[src/rtl/vga_output_stage.sv]
// ---------------------------------------------------------------------------
// vga_output_stage
//
// This is the last stage between the raster scanner and the VGA pins. It
// delays the scan timing (blanking, h/v sync, pixel coordinate LSBs) by the
// renderer's pixel-pipeline latency so that timing lines up with the colour
// arriving on r/g/b_in. It ordered-dithers each channel down to 2 bits,
// blanks outside the active area, and registers everything into the pins.
// It also keeps the frame counter that drives temporal dithering.
//
// Parameters
//   PIXEL_LATENCY   enabled cycles from scan outputs to valid r/g/b_in (1..8)
//   COLOR_BITS      bits per channel on r/g/b_in (4..8)
//   SYNC_NEG        1: sync pins active-low, 0: active-high
//   FRAME_BITS      width of frame_counter
//   DITHER_TEMPORAL 1: invert the Bayer threshold index on odd frames
//
// Ports
//   clk, reset           clock; synchronous active-high reset
//   enable               pixel-clock enable shared with the scanner
//   h_active, v_active   active-area flags from the scanner (undelayed)
//   hsync, vsync         active-high syncs from the scanner (undelayed)
//   new_frame            one-clock frame-start pulse (not gated by enable)
//   x_lsb, y_lsb         pixel coordinate LSBs (undelayed)
//   r_in, g_in, b_in     colour for the pixel issued PIXEL_LATENCY enables ago
//   vga_r, vga_g, vga_b  registered 2-bit pin colour
//   vga_hsync, vga_vsync registered sync pins, polarity set by SYNC_NEG
//   frame_counter        frames since reset, wraps at 2^FRAME_BITS
// ---------------------------------------------------------------------------
module vga_output_stage #(
  parameter int PIXEL_LATENCY   = 2,
  parameter int COLOR_BITS      = 4,
  parameter int SYNC_NEG        = 1,
  parameter int FRAME_BITS      = 8,
  parameter int DITHER_TEMPORAL = 1
) (
  input  logic                  clk,
  input  logic                  reset,
  input  logic                  enable,
  input  logic                  h_active,
  input  logic                  v_active,
  input  logic                  hsync,
  input  logic                  vsync,
  input  logic                  new_frame,
  input  logic                  x_lsb,
  input  logic                  y_lsb,
  input  logic [COLOR_BITS-1:0] r_in,
  input  logic [COLOR_BITS-1:0] g_in,
  input  logic [COLOR_BITS-1:0] b_in,
  output logic [1:0]            vga_r,
  output logic [1:0]            vga_g,
  output logic [1:0]            vga_b,
  output logic                  vga_hsync,
  output logic                  vga_vsync,
  output logic [FRAME_BITS-1:0] frame_counter
);

  localparam int unsigned PL       = PIXEL_LATENCY;
  localparam int unsigned SHIFT    = COLOR_BITS - 4;
  localparam logic        SYNC_LVL = (SYNC_NEG != 0);
  localparam logic        TEMPORAL = (DITHER_TEMPORAL != 0);

  // One delay-line entry: everything the scanner says about one pixel.
  typedef struct packed {
    logic active;
    logic hs;
    logic vs;
    logic xl;
    logic yl;
  } scan_t;

  scan_t                 r_dly [PL];
  scan_t                 w_scan;
  scan_t                 w_tail;

  logic [1:0]            r_vga_r;
  logic [1:0]            r_vga_g;
  logic [1:0]            r_vga_b;
  logic                  r_vga_hs;
  logic                  r_vga_vs;
  logic [FRAME_BITS-1:0] r_frame_cnt;

  logic [1:0]            w_bayer;
  logic [1:0]            w_idx;
  logic [COLOR_BITS:0]   w_thr;
  logic [1:0]            w_dith_r;
  logic [1:0]            w_dith_g;
  logic [1:0]            w_dith_b;

  // 2x2 Bayer matrix indexed by {y,x}.
  function automatic logic [1:0] bayer2(input logic xl, input logic yl);
    case ({yl, xl})
      2'b00:   bayer2 = 2'd0;
      2'b01:   bayer2 = 2'd2;
      2'b10:   bayer2 = 2'd3;
      default: bayer2 = 2'd1;
    endcase
  endfunction

  // Add the threshold with one extra bit of headroom; a carry into that bit
  // saturates to full scale rather than wrapping back to dark.
  function automatic logic [1:0] dither_ch(input logic [COLOR_BITS-1:0] c,
                                           input logic [COLOR_BITS:0]   thr);
    logic [COLOR_BITS:0] sum;
    sum = {1'b0, c} + thr;
    if (sum[COLOR_BITS]) dither_ch = 2'b11;
    else                 dither_ch = sum[COLOR_BITS-1 -: 2];
  endfunction

  // ------------------------------------------------------------------------
  // Scan-side timing delay line
  // ------------------------------------------------------------------------
  always_comb begin
    w_scan        = '0;
    w_scan.active = h_active & v_active;
    w_scan.hs     = hsync;
    w_scan.vs     = vsync;
    w_scan.xl     = x_lsb;
    w_scan.yl     = y_lsb;
  end

  always_ff @(posedge clk) begin
    if (reset) begin
      for (int unsigned i = 0; i < PL; i++) begin
        r_dly[i] <= '0;
      end
    end else if (enable) begin
      r_dly[0] <= w_scan;
      for (int unsigned i = 1; i < PL; i++) begin
        r_dly[i] <= r_dly[i-1];
      end
    end
  end

  assign w_tail = r_dly[PL-1];

  // ------------------------------------------------------------------------
  // Ordered dither
  // ------------------------------------------------------------------------
  always_comb begin
    w_bayer = bayer2(w_tail.xl, w_tail.yl);
    // 3 - v on two bits is a bitwise invert.
    if (TEMPORAL && r_frame_cnt[0]) w_idx = ~w_bayer;
    else                            w_idx = w_bayer;
    w_thr    = {{(COLOR_BITS-1){1'b0}}, w_idx} << SHIFT;
    w_dith_r = dither_ch(r_in, w_thr);
    w_dith_g = dither_ch(g_in, w_thr);
    w_dith_b = dither_ch(b_in, w_thr);
  end

  // ------------------------------------------------------------------------
  // Pin registers: one more enabled cycle after the delay-line tail, so
  // sync, blank and colour all reach the pins PIXEL_LATENCY+1 enables after
  // the scanner issued them.
  // ------------------------------------------------------------------------
  always_ff @(posedge clk) begin
    if (reset) begin
      r_vga_r  <= '0;
      r_vga_g  <= '0;
      r_vga_b  <= '0;
      r_vga_hs <= SYNC_LVL;
      r_vga_vs <= SYNC_LVL;
    end else if (enable) begin
      if (w_tail.active) begin
        r_vga_r <= w_dith_r;
        r_vga_g <= w_dith_g;
        r_vga_b <= w_dith_b;
      end else begin
        r_vga_r <= '0;
        r_vga_g <= '0;
        r_vga_b <= '0;
      end
      r_vga_hs <= w_tail.hs ^ SYNC_LVL;
      r_vga_vs <= w_tail.vs ^ SYNC_LVL;
    end
  end

  // ------------------------------------------------------------------------
  // Frame counter: counts every new_frame pulse whether or not the pixel
  // enable is high.
  // ------------------------------------------------------------------------
  always_ff @(posedge clk) begin
    if (reset) begin
      r_frame_cnt <= '0;
    end else if (new_frame) begin
      r_frame_cnt <= r_frame_cnt + {{(FRAME_BITS-1){1'b0}}, 1'b1};
    end
  end

  assign vga_r         = r_vga_r;
  assign vga_g         = r_vga_g;
  assign vga_b         = r_vga_b;
  assign vga_hsync     = r_vga_hs;
  assign vga_vsync     = r_vga_vs;
  assign frame_counter = r_frame_cnt;

endmodule
[config.mk]
export PLATFORM = sky130hd
export DESIGN_NAME = vga_output_stage
export DESIGN_NICKNAME = d
export VERILOG_FILES = /design/src/rtl/vga_output_stage.sv
export SDC_FILE = /design/constraint.sdc
export NUM_CORES = 1
export LEC_CHECK = 0
export BUFFER_PORTS_ARGS = -buffer_cell sky130_fd_sc_hd__buf_2
export CAP_MARGIN = 25
export CORE_AREA = 2 2 53 55
export DETAILED_ROUTE_END_ITERATION = 10
export DIE_AREA = 0 0 55 57
export PLACE_DENSITY = 0.8
export SETUP_SLACK_MARGIN = 0.02
export SLEW_MARGIN = 20
export SYNTH_ARGS = -nofsm -noshare
export SYNTH_HDL_FRONTEND = slang
export SYNTH_SLANG_ARGS = --single-unit
[constraint.sdc]
create_clock -name clk -period 2.9 [get_ports clk]
set_clock_uncertainty 0.1 [all_clocks]
set_input_delay 0 -clock clk [delete_from_list [all_inputs] [get_ports clk]]
set_output_delay 0 -clock clk [all_outputs]
set_load 0.02 [all_outputs]
# Word level (Yosys, flattened, before mapping)
# Memories as Yosys holds them, arrays and structs flattened.
# Cells that the tools add are included.
[totals]
regBits = 16
ram_bits = 10
input_bits = 22
n_memories = 1
[op_classes]
n_addsub = 4
eq_ne = 2
mux = 15
n_bitwise = 6
n_reduce_logical = 1
[mem_list]
columns = ["name", "words", "width", "rd", "rd_clocked_by_memory_dff", "write_ports", "line_no", "rtl"]
rows = [
  ["r_dly", 2, 5, 2, 0, 2, "72", "scan_t r_dly [PL];"],
]
[ops]
columns = ["cell", "n"]
rows = [
  ["adder 4 x 2 -> 5 bit", 3],
  ["two-way mux 2 bit", 7],
  ["two-way mux 5 bit", 2],
  ["adder 8 x 1 -> 8 bit (second input constant)", 1],
  ["one-hot mux 2 bit (3 select lines)", 1],
  ["two-way mux 1 bit", 5],
  ["== test 2 x 1 -> 1 bit (second input constant)", 1],
  ["== test 2 bit (second input constant)", 1],
  ["zero test 2 bit", 1],
  ["inverter 1 bit", 2],
  ["inverter 2 bit", 1],
  ["bitwise OR 1 bit", 2],
  ["AND 1 bit", 1],
]

# Depth between registers and ports, before layout
# Gate-level depths: netlist (run 1).
# An unclocked memory read counts as a cell.
[logic_depth]
depth_word = 8
ltp_mapped = 7
mapped_depth_nobuf = 7

# Worst setup path before layout (run 1)
# OpenSTA, ideal clock, no wires.
[synth_path]
path_kind = "flip-flop to flip-flop"
from = "memory r_dly[0][5] in the netlist's numbering"
to = "register r_vga_r[0], in the netlist vga_r[0]"
arrival_time_ps = 1680
required_time_ps = 2675
setup_slack_ps = 994
stages_incl_launch_ff = 7
synth_period_minus_slack_ps = 1906
cell_sequence = "edfxtp_1 -> ha_1 -> xnor2_1 -> ha_1 -> and2_1 -> a311oi_1 -> o31ai_1"
[synth_lines]
columns = ["item", "line_no", "rtl"]
rows = [
  ["from (decl)", "72", ""],
  ["to (signal assigned)", "165", "r_vga_r <= w_dith_r;"],
  ["to (decl)", "76", "logic [1:0] r_vga_r;"],
]

==> results.md, run 1 <==
- Cell area after synthesis: 1240 um2
- Pre-antenna DRT Iters: 4
- Row cnt: 19
- Global placement routability congestion: 0.7898
- Initial antenna violation count: 0
- Bufs on Longest Clock Path: 2
- Slew headroom: 66.93%
- Syn nets: 152
- # setup viols final: 0
- Total CTS buffers: 3
- Nets: 209
- Die Area: 3135 um2
- CP Capture Type: flip-flop
- # fillers: 219
- Area Growth Syn to Fin: 35.62%
- Share of cells above drive strength 1: 22.78%
- Final WS setup: 268.2 ps
- Worst-skew pair later-pin latency: 330 ps
- R2R depth: 7
- Gate Count Post-Synth: 124
- Yosys reg bits: 26
- Max rail drop VDD: 0.3627 mV
- I/O Buffers: 37
- Startpoint Class: flip-flop
- Post-synth cell types: 30
- Static leakage: 0.0007169 uW
- RSZ-0062 raised after global routing: false
- CTS H-tree lvls: 1
- Fin crit period: 2632 ps
- CP cell instances: ha_1, xnor2_1, ha_1, and2_1, a311oi_1, o31ai_1, dlygate4sd3_1
- Outcome: finished, final reports clean
- Sequential element share of the synthesized area: 50.05%
- Tot GR Track Use: 19.03%
- TritonCTS clock tree: built
- Instance count on the critical path: 7
- CP startpoint: r_dly[0][5]
- Pin count of the biggest net entering global routing: 16
- Worst Tran Pin Value: 494.3 ps
- CP most frequent cell: ha_1
- Reg2reg start: r_dly[0][5]
- Post-Route WL: 2561 um
- CP Data Arrival Time: 2760 ps
- Via count: 1,111
- Slew Limit Fails: 0
- Clock Sink Count: 26
- Crit share post-route: 90.75%
- Vias in the first global route: 1,160
- Pwr dens: 469.5 nW/um2
- Floorplan Core Area: 2615 um2
- Grt total ovfl: 0
- Final Hold Fails: 0
- Worst R2R Setup Slack: 270 ps
- Die X: 55 um
- Critical-path maximum fanout: 3
- Effective utilization at floorplan: 47.42%
- Via-per-instance ratio: 5.265
- Required time worst endpoint: 3030 ps
- Wire per inst: 12.14 um
- Clock root cell: clkbuf_4
- FF-to-FF End: vga_b[0]
- Top Ports: 38
- Drt drc: 0
- Clock transition at the registers of the reported paths: 140 ps
- Setup CP Type: flip-flop to flip-flop
- Post-cts repair resize count: 0
- Crit path max-delay family: adder cells
- DP Wirelength: 1770 um
- Post-route ant nets: 0
- Crit-path max cell delay: 550 ps
- Setup TNS: 0 ps
- N_diodes: 0
- Max-Cap Viols: 0
- Buffers & Inverters on Critical Path: 1
- Yosys Warn Count: 0
- Die height: 57 um
- First-pass GRT wire length: 4388 um
- Highest Clock Rate: 380.0 MHz
- Drt first-iter violations: 17
- Dpl ws: 772.3 ps
- Min-Delay Path Class: input port to flip-flop
- Slowest CP cell: dlygate4sd3_1
- Critical Path End: vga_b[0]
- Mean post-synth cell area: 10.00 um2
==> what timing repair did <==
action	4_1_cts	5_1_grt
endpoints found under the hold margin	21	0
hold buffers	19	0
setup buffers	0	0
==> cells in the final DEF, fill, tap and decap left out, drive strengths merged, types with 3 or more instances in the layout <==
cell type	n
nand2	13
and2	12
a311oi	6
edfxtp	10
o31ai	3
nor3	4
nand4	3
dfxtp	16
buf	37
dlygate4sd3	19
nand4b	3
clkbuf	3
xor2	3
o21ai	13
ha	6
nor2	6
a21oi	3
or3	4
==> power by group <==
| group | switching, uW | internal, uW | leakage (uW) |
|---|---|---|---|
| clock network | 109 | 140 | 0.0000279 |
| registers | 9.74 | 397 | 0.000239 |
| logic | 69.0 | 64.6 | 0.000450 |
==> state kept, by name, indices dropped and copies added, names as in the netlist <==
| register | count |
|---|---|
| vga_g | 2 |
| vga_r | 2 |
| frame_counter | 8 |
| vga_hsync | 1 |
| vga_vsync | 1 |
| vga_b | 2 |
| r_dly | 10 |
==> worst min-delay path, delay by kind of cell <==
family / cells / cell delay (ps)
AOI/OAI and AO/OA: 1 / 100
buffers and inverters: 1 / 90
and+or+nand+nor: 2 / 240
==> cells by family (layout without fill, tap and decap cells) <==
logic type	count (synthesis)	count (layout)	synth area share (%)
multiplexers	1	1	0.8073
XOR/XNOR	5	5	3.532
flip-flops	26	26	50.05
AO/OA/AOI/OAI	26	26	13.12
AND/OR/NAND/NOR	54	54	23.81
adder cells (fa/ha/maj)	6	6	6.054
buffers and inverters	6	62	2.623
==> metal layers <==
metal	vias up	wire, um	global-route usage [%]
li1	566	-	-
met4	0	49	10.10
met2	29	1376	35.54
met5	-	0	0
met1	511	1027	18.94
met3	5	107	3.141
==> synthesized netlist by cell type (all sizes together) <==
master	instances	area share (%)
and2	12	6.1
and3	1	0.50
clkbuf	2	0.71
nor3	4	1.6
nand3b	2	1.2
nand4b	3	2.1
edfxtp	10	24
inv	2	0.61
nand2b	2	1.0
and3b	1	0.71
o31ai	3	1.8
nand4	3	1.5
a21oi	3	1.2
mux2i	1	0.81
dfxtp	16	26
nand3	2	0.81
xor2	3	2.1
nor2b	1	0.50
buf	2	1.3
xnor2	2	1.4
nand2	13	3.9
ha	6	6.1
o21ai	13	5.2
o21a	1	0.61
a311oi	6	4.2
or3	4	2.0
nor2	6	1.8
==> metrics by stage <==
step                power, uW  instances  hold WS (ps)  util [%]  cell area (um2)
floorplan               493.4        124         53.51         -             1240
global placement        521.8        188         175.4     55.02             1439
finish                  789.6        211         44.94     64.31             1682
global route            828.8        211         73.03     64.31             1682
CTS                     795.7        211         31.35     64.31             1682
detailed placement      530.8        188         180.2     55.02             1439
==> area by class of cell <==
type,count,area (um2),share of cell area (%)
Clock buffer,3,22.52,1.339
Clock inverter,1,30.03,1.786
Inverter,2,7.507,0.4464
Multi-Input combinational cell,92,586.8,34.90
Sequential cell,26,620.6,36.90
Tap cell,31,38.79,2.307
Timing Repair Buffer,56,375.4,22.32
==> worst min path at each step <==
stage	start	endpoint	slack, ps	depth (start not counted)
6_report	g_in[0]	vga_g[0]	40	4
5_1_grt	r_in[0]	vga_r[0]	70	4
4_1_cts	g_in[0]	vga_g[0]	30	4
3_5_place_dp	y_lsb	r_dly[0][0]	180	2
3_3_place_gp	y_lsb	r_dly[0][0]	180	2
2_1_floorplan	enable	vga_hsync	50	2
(Power assumes the default switching activity.)
==> inputs of run 2 (changes only) <==
--- a/config.mk
+++ b/config.mk
@@ -5,12 +5,11 @@
 export SDC_FILE = /design/constraint.sdc
 export NUM_CORES = 1
 export LEC_CHECK = 0
-export BUFFER_PORTS_ARGS = -buffer_cell sky130_fd_sc_hd__buf_2
 export CAP_MARGIN = 25
 export CORE_AREA = 2 2 53 55
 export DETAILED_ROUTE_END_ITERATION = 10
 export DIE_AREA = 0 0 55 57
-export PLACE_DENSITY = 0.8
+export DONT_BUFFER_PORTS = 1
 export SETUP_SLACK_MARGIN = 0.02
 export SLEW_MARGIN = 20
 export SYNTH_ARGS = -nofsm -noshare
==> constraint.sdc (replaced) <==
create_clock -name clk -period 3.4 [get_ports clk]
set_clock_uncertainty 0.1 [all_clocks]
set_input_delay 0 -clock clk [delete_from_list [all_inputs] [get_ports clk]]
set_output_delay 0 -clock clk [all_outputs]
set_load 0.02 [all_outputs]
==> results.md, run 2 (same netlist as run 1, synthesis figures left out) <==
- Final Cell Area: 1584 um2 (was 1682 um2)
- DP Wirelength: 1618 um (was 1770 um)
- RSZ-0062 raised after global routing: false (unchanged)
- Nets: 180 (was 209)
- Area Growth Syn to Fin: 27.75% (was 35.62%)
- # setup viols final: 0 (unchanged)
- Global placement routability congestion: 0.6956 (was 0.7898)
- Total CTS buffers: 3 (unchanged)
- Bufs on Longest Clock Path: 2 (unchanged)
- Crit path max-delay family: buffers and inverters (was adder cells)
- Placed inst area: 1254 um2 (was 1439 um2)
- Clock root cell: clkbuf_4 (unchanged)
- Required time worst endpoint: 3540 ps (was 3030 ps)
- R2R depth: 8 (was 7)
- Final Hold Fails: 0 (unchanged)
- Max FFs per register: 10 (unchanged)
- CP cell instances: ha_1, xnor2_2, ha_1, and2_1, a311oi_1, dlygate4sd3_1, o21ai_1, dlygate4sd3_1 (was ha_1, xnor2_1, ha_1, and2_1, a311oi_1, o31ai_1, dlygate4sd3_1)
- Vias in the first global route: 1,046 (was 1,160)
- Setup TNS: 0 ps (unchanged)
- Min-Delay Path Class: input port to flip-flop (unchanged)
- Post-route ant nets: 0 (unchanged)
- Drt first-iter violations: 30 (was 17)
- Worst Tran Pin Value: 529.0 ps (was 494.3 ps)
- Static leakage: 0.0005976 uW (was 0.0007169 uW)
- Max-Cap Viols: 0 (unchanged)
- Fin crit period: 3157 ps (was 2632 ps)
- Tot GR Track Use: 17.93% (was 19.03%)
- Clock transition at the registers of the reported paths: 150 ps (was 140 ps)
- CP Data Arrival Time: 3300 ps (was 2760 ps)
- Via count: 1,036 (was 1,111)
- Critical-path maximum fanout: 3 (unchanged)
- CP startpoint: r_dly[0][5] (unchanged)
- Pwr dens: 426.9 nW/um2 (was 469.5 nW/um2)
- Critical Path End: vga_r[1] (was vga_b[0])
- Worst-skew pair later-pin latency: 330 ps (about the same)
- Setup CP Type: flip-flop to flip-flop (unchanged)
- Grt total ovfl: 0 (unchanged)
- # fillers: 223 (was 219)
- Die X: 55 um (unchanged)
- Commonest non-fill, non-tap cell in the layout: dlygate4sd3_1 (was buf_2)
- FF-to-FF End: vga_r[1] (was vga_b[0])
- Share of cells above drive strength 1: 3.311% (was 22.78%)
- Wire per inst: 14.39 um (was 12.14 um)
- Clock Sink Count: 26 (unchanged)
- N_diodes: 0 (unchanged)
- Drt drc: 0 (unchanged)
- Commonest cells after routing, fill and taps aside: dlygate4sd3_1 (27), dfxtp_1 (16), nand2_1 (13), and2_1 (12), edfxtp_1 (10) (was buf_2 (37), dlygate4sd3_1 (19), dfxtp_1 (16), nand2_1 (13), and2_1 (12))
- Top Ports: 38 (unchanged)
- Effective utilization at floorplan: 47.42% (unchanged)
- CTS H-tree lvls: 1 (unchanged)
- Crit-path max cell delay: 610 ps (was 550 ps)
- Max rail drop VDD: 0.2861 mV (was 0.3627 mV)
- Outcome: finished, final reports clean (unchanged)
- Slew headroom: 64.69% (was 66.93%)
- TritonCTS clock tree: built (unchanged)
- Pre-antenna DRT Iters: 4 (unchanged)
- Floorplan Core Area: 2615 um2 (unchanged)
- Die Area: 3135 um2 (unchanged)
- Slowest CP cell: dlygate4sd3_1 (unchanged)
- Instance count on the critical path: 8 (was 7)
- Number of setup buffers added after CTS: 0 (unchanged)
- Highest Clock Rate: 316.8 MHz (was 380.0 MHz)
- Startpoint Class: flip-flop (unchanged)
- Post-Route WL: 2619 um (was 2561 um)
- Row cnt: 19 (unchanged)
- CP Capture Type: flip-flop (unchanged)
- Pin count of the biggest net entering global routing: 16 (unchanged)
- Initial antenna violation count: 0 (unchanged)
- Worst R2R Setup Slack: 240 ps (was 270 ps)
- Reg with most FFs: r_dly (unchanged)
- I/O Buffers: 0 (was 37)
- First-pass GRT wire length: 4091 um (was 4388 um)
- Via-per-instance ratio: 5.692 (was 5.265)
- Reg2reg start: r_dly[0][5] (unchanged)
- Crit share post-route: 92.84% (was 90.75%)
- Buffers & Inverters on Critical Path: 2 (was 1)
- Die height: 57 um (unchanged)
- Slew Limit Fails: 0 (unchanged)
[run 2: worst reg2reg max path, cell delays in order, from the launching register on]
cell           delay, ps
edfxtp_1             430
ha_1                 340
xnor2_2              210
ha_1                 290
and2_1               180
a311oi_1             300
dlygate4sd3_1        610
o21ai_1               70
dlygate4sd3_1        550
[run 2: worst min path at each step]
stage,start,endpoint,cells past startpoint
2_1_floorplan,enable,vga_hsync,2
3_3_place_gp,reset,frame_counter[6],1
3_5_place_dp,reset,frame_counter[5],1
4_1_cts,enable,r_dly[0][2],2
5_1_grt,enable,r_dly[0][5],2
6_report,enable,r_dly[0][2],2
[run 2: power by group]
part           total [uW]  switching [uW]  leakage [uW]  internal, uW
combinational         100            47.0      0.000331          53.0
clock                 221             101     0.0000279           119
sequential            356            16.9      0.000239           339
[run 2: area by class of cell]
class	count	area [um2]	share of cell area [%]
Timing Repair Buffer	27	270.3	17.06
Multi-Input combinational cell	92	594.3	37.52
Clock buffer	3	22.52	1.422
Inverter	2	7.507	0.4739
Tap cell	31	38.79	2.449
Sequential cell	26	620.6	39.18
Clock inverter	1	30.03	1.896
[run 2: timing repair]
item / CTS / global route
endpoints found under the setup margin: 0 / 1
hold buffers: 27 / 0
hold endpoints to repair: 26 / 0
gates resized for setup: 0 / 1
[run 2: metrics by stage]
step / hold WS (ps) / utilization (%) / setup slack (ps) / power (uW) / instances
floorplan: 53.51 / - / 1494 / 420.8 / 124
detailed placement: -26.47 / 47.94 / 1302 / 428.5 / 151
finish: 79.52 / 60.57 / 243.5 / 676.2 / 182
global route: 91.50 / 60.57 / 77.32 / 704.0 / 182
CTS: 78.40 / 60.29 / 232.5 / 676.2 / 182
global placement: -28.17 / 47.94 / 1360 / 424.4 / 151
[run 2: routing by layer]
| layer | track usage, % | share of wire [%] | vias up |
|---|---|---|---|
| met2 | 34.01 | 50 | 32 |
| met3 | 3.403 | 6.9 | 5 |
| li1 | - | - | 506 |
| met1 | 18.10 | 41 | 493 |
| met5 | 0 | 0 | - |
| met4 | 7.317 | 2.1 | 0 |
